$ cat src/rtl/nanov_pkg.sv
// Shared sizing constants for the nanoV bit-serial register file.
package nanov_pkg;
    localparam int XLEN          = 32;
    localparam int REG_ADDR_BITS = 4;
    localparam int NUM_REGS      = 16;
    localparam logic [REG_ADDR_BITS-1:0] REG_ZERO = '0;
endpackage

$ cat src/rtl/nanov_serial_reg.sv
// One XLEN-bit circulating shift register; the caller supplies the bit that
// enters at the top (either new write data or the bit leaving at position 0).
module nanov_serial_reg
    import nanov_pkg::*;
#(
    parameter int WIDTH = XLEN
) (
    input  logic clk,
    input  logic rstn,
    input  logic shift_in,
    output logic bit0,
    output logic bit1
);

    logic [WIDTH-1:0] r;

    always_ff @(posedge clk) begin
        if (!rstn) begin
            r <= '0;
        end else begin
            r <= {shift_in, r[WIDTH-1:1]};
        end
    end

    assign bit0 = r[0];
    assign bit1 = r[1];

endmodule

$ cat src/rtl/nanov_registers_serial.sv
// Bit-serial RV32E register file: x1..x15 rotate one bit per clock, LSB first;
// x0 has no storage and always reads as zero.
module nanov_registers_serial
    import nanov_pkg::*;
#(
    parameter int REG_ADDR_BITS = nanov_pkg::REG_ADDR_BITS,
    parameter int NUM_REGS      = nanov_pkg::NUM_REGS,
    parameter int XLEN          = nanov_pkg::XLEN
) (
    input  logic                     clk,
    input  logic                     rstn,
    input  logic                     wr_en,
    input  logic                     wr_en_next,
    input  logic                     read_through,
    input  logic [REG_ADDR_BITS-1:0] rs1,
    input  logic [REG_ADDR_BITS-1:0] rs2,
    input  logic [REG_ADDR_BITS-1:0] rd,
    output logic                     data_rs1,
    output logic                     data_rs2,
    input  logic                     data_rd,
    input  logic                     data_rd_next
);

    localparam logic [REG_ADDR_BITS-1:0] ZERO_SEL = REG_ADDR_BITS'(REG_ZERO);

    logic [NUM_REGS-1:1] reg_lsb;
    logic [NUM_REGS-1:1] reg_nxt;
    logic [NUM_REGS-1:1] reg_in;

    for (genvar i = 1; i < NUM_REGS; i++) begin : g_reg
        // A selected write replaces the recirculated bit for this phase only.
        assign reg_in[i] = (wr_en && rd == REG_ADDR_BITS'(i)) ? data_rd : reg_lsb[i];

        nanov_serial_reg #(
            .WIDTH (XLEN)
        ) u_reg (
            .clk      (clk),
            .rstn     (rstn),
            .shift_in (reg_in[i]),
            .bit0     (reg_lsb[i]),
            .bit1     (reg_nxt[i])
        );
    end

    // Bit 1 now is bit 0 after this edge's shift, so the output flop lines
    // up with the phase that follows.
    logic rs1_stored;
    logic rs2_stored;

    always_comb begin
        rs1_stored = 1'b0;
        rs2_stored = 1'b0;
        for (int i = 1; i < NUM_REGS; i++) begin
            if (rs1 == REG_ADDR_BITS'(i)) rs1_stored = reg_nxt[i];
            if (rs2 == REG_ADDR_BITS'(i)) rs2_stored = reg_nxt[i];
        end
    end

    logic fwd_en;
    assign fwd_en = read_through && wr_en_next;

    function automatic logic read_bit(
        input logic [REG_ADDR_BITS-1:0] rs,
        input logic                     stored
    );
        if (rs == ZERO_SEL) return 1'b0;
        if (fwd_en && rs == rd) return data_rd_next;
        return stored;
    endfunction

    always_ff @(posedge clk) begin
        if (!rstn) begin
            data_rs1 <= 1'b0;
            data_rs2 <= 1'b0;
        end else begin
            data_rs1 <= read_bit(rs1, rs1_stored);
            data_rs2 <= read_bit(rs2, rs2_stored);
        end
    end

endmodule

$ cat config.mk
export PLATFORM = sky130hd
export DESIGN_NAME = nanov_registers_serial
export DESIGN_NICKNAME = d
export VERILOG_FILES = /design/src/rtl/nanov_pkg.sv /design/src/rtl/nanov_serial_reg.sv /design/src/rtl/nanov_registers_serial.sv
export SDC_FILE = /design/constraint.sdc
export NUM_CORES = 1
export LEC_CHECK = 0
export BUFFER_PORTS_ARGS = -buffer_cell sky130_fd_sc_hd__buf_2
export CORE_MARGIN = 4
export CORE_UTILIZATION = 38
export CTS_CLUSTER_SIZE = 30
export DETAILED_ROUTE_END_ITERATION = 16
export PLACE_DENSITY = 0.56
export SYNTH_ARGS = -nofsm -noshare
export SYNTH_HDL_FRONTEND = slang
export SYNTH_SLANG_ARGS = --single-unit
$ cat constraint.sdc
create_clock -name clk -period 2.01 [get_ports clk]
set_clock_uncertainty 0.15 [all_clocks]
set_input_delay 0.201 -clock clk [delete_from_list [all_inputs] [get_ports clk]]
set_output_delay 0.201 -clock clk [all_outputs]
set_load 0.01 [all_outputs]
==> impl_metrics.ini <==
[layout]
nFillCells = 3274
final_core_util_pct = 45.30
area_delta_synth_final_pct = 16.34
fin_nets = 1169
diodes = 0
stdcell_count = 1639
fin_area_sq_um = 15800
final_layout_size_suffix_gt1_share_pct = 8.953

[cts]
cts_tree = done
clkSinkCount = 482
clock_latency_ns = 0.53
cts.clk_slew.worst_paths_ns = 0.06
cts_buffers = 46
clockBufferDepth = 3
cts_setup_buffers = 0
root_buffer = clkbuf_16
cts.htree.levels = 2

[critical_path]
crit_chain = dlygate4sd3_1, clkbuf_4, xnor2_1, nand3_1, nor3_1, nand4_1, dlygate4sd3_1, o21ai_1
path_class = in -> reg
cp_max_fo = 9
rrSetupSlack_ns = 0.36
worstPathRequired_ns = 2.32
slowest_delay_ns = 0.59
crit_arrival_ns = 2.24
slowest_stage = dlygate4sd3_1
cpMostUsedCell = dlygate4sd3_1
setup.worst_path.end_class = flop
cp-start-kind = input pin

[routing]
wl_met2_um = 7398
detail-route-antenna-nets = 0
wl_met3_um = 700
routed_wl_um = 18840
drt_iter0_markers = 286
maxUsedRoutingLayer = met4
avgViaCountPerCell = 4.141
wl_per_cell_um = 11.49
dr_total_vias = 6787
met1_length_um = 10200
firstDrtPassIters = 4
drc = 0

[floorplanning]
rows = 68
fp.dieW_um = 197.1
start_util_pct = 38.94
core_area_sq_um = 34880
die_height_um = 197.1
dieArea_sq_um = 38830
io_pins = 21

[sta]
setup_viol_count_final = 0
finalCriticalPeriod_ns = 1.932
fmax_mhz = 517.6
tns_ns = 0
fin_ws_ns = 0.07788
rsz0062_at_grt = no
whs_ns = 0.03881
fin_crit_sh_pct = 96.13
worst_pin_slew_ns = 0.4641
hold_viol = 0
slew-limit-headroom_pct = 68.99
drv_slew = 0

[placed_design]
place_area_sq_um = 14140
dp.cells = 1548
place.gp.congestion = 0.8154
port_buffers = 20
dpl_worst_slack_ns = 0.2986
dp_hpwl_um = 10040

[synth]
synthFlopType = dfxtp_1
netlist_instances = 1126
synth_edf_count = 0
syn_area_sq_um = 13580
yosys_warnings = 0
yosysMostFrequentCell = dfxtp_1
ys_async_sr_fraction_pct = 0
synth_top_area_share_pct = 71.04
syn_nets = 1145
synth_largest_area_cell = dfxtp_1
synth_commonest_cells = dfxtp_1, and2_1, clkbuf_1
ys_ff_latch = 482
synth.area.top_cells = dfxtp_1, and2_1, clkbuf_1
synth.avg_cell_area_sq_um = 12.06
yosysSeqAreaShare_pct = 71.04
synth_cell_types = 31

[pwr]
p_total_mw = 18.57
powerDensity_nw_per_um2 = 1175
leakage_nw = 6.463
ir_drop_mv = 0.8762
p_seq_share_pct = 51.5
p_sw_mw = 3.582
clock_power_share_pct = 47.0
intPower_mw = 14.98
p_sw_share_pct = 19.29
comb_power_share_pct = 1.5

[global_route]
grt_max_degree = 92
overflow = 0
grt_pass1_wl_um = 31870
grt_pass1_vias = 6381
antenna_found_initial = 0
grt_usage_pct = 9.814

[worst_hold_path]
hold_path_class = in -> reg

[flow_run]
cap_violations = 0

[outcome]
status = completed
[sequential cells by signal, indices dropped and copies added, names as in the netlist]
name / flops
g.u_reg.r: 480
data_rs1: 1
data_rs2: 1
[power groups by stage]
stage          sequential [mW]  combinational (mW)  clock [mW]
6_report                  9.56               0.274        8.73
5_1_grt                   9.55               0.313        9.44
4_1_cts                   9.56               0.282        9.03
3_5_place_dp              9.77               0.268           0
3_3_place_gp              9.77               0.267           0
2_1_floorplan             9.77               0.175           0
[worst paths after layout]
| check | from | to | cells after the start |
|---|---|---|---|
| max | rd[1] | data_rs2$_SDFF_PP0_ | 8 |
| min reg2reg | g_reg[8].u_reg.r[20]$_SDFF_PN0_ | g_reg[8].u_reg.r[19]$_SDFF_PN0_ | 1 |
| max reg2reg | g_reg[2].u_reg.r[1]$_SDFF_PN0_ | data_rs1$_SDFF_PP0_ | 5 |
| min | rs2[0] | data_rs2$_SDFF_PP0_ | 4 |
[metal layers]
layer  track usage, %  vias up
met5                0        -
met4            4.032        0
met3            2.627       46
met2            13.29       78
met1            14.73     3149
li1                 -     3514
[cell type report]
type                    count  area (sq um)  area share, %
clock inverters            15         210.2          1.330
repair buffers             38         320.3          2.027
well taps                 455         569.3          3.603
flip-flops and latches    482          9649          61.06
multi-input cells         582          3692          23.36
clock buffers              67          1361          8.614
[cell families (layout without fill, tap and decap cells)]
| group | Yosys count | count (layout) | synth area share (%) |
|---|---|---|---|
| buffers and inverters | 62 | 120 | 1.778 |
| AOI/OAI and AO/OA | 33 | 33 | 1.511 |
| DFF | 482 | 482 | 71.04 |
| xor gates and xnor gates | 8 | 8 | 0.5159 |
| and+or+nand+nor | 524 | 524 | 23.62 |
| muxes | 17 | 17 | 1.538 |
[layout by cell type, fill, tap and decap left out, types with 2 or more instances in the layout]
cell type,count
a21boi_0,9
a21oi_1,4
and2_1,465
buf_12,4
buf_2,18
buf_4,5
bufinv_16,5
clkbuf_1,9
clkbuf_16,47
clkbuf_8,11
clkinv_2,7
dfxtp_1,482
dlygate4sd3_1,9
mux2i_1,13
mux4_2,3
nand2_1,14
nand2b_1,4
nand3_1,4
nand3b_1,3
nand4_1,4
nor2_1,12
nor2b_1,9
nor3_1,6
o21ai_0,12
or4_1,2
xnor2_1,6
xor2_1,2
[critical path: cells and delay by family]
| family | cells | cell delay, ns |
|---|---|---|
| xor+xnor | 1 | 0.16 |
| simple gates | 3 | 0.42 |
| compound gates | 1 | 0.08 |
| buf+inv | 3 | 1.37 |
[what timing repair did]
action | in CTS | in global routing
setup endpoints to repair | 0 | 1
hold endpoints to repair | 53 | 0
hold buffers | 9 | 0
gates resized for setup | 0 | 1
Power figures use the tool's default switching activity.
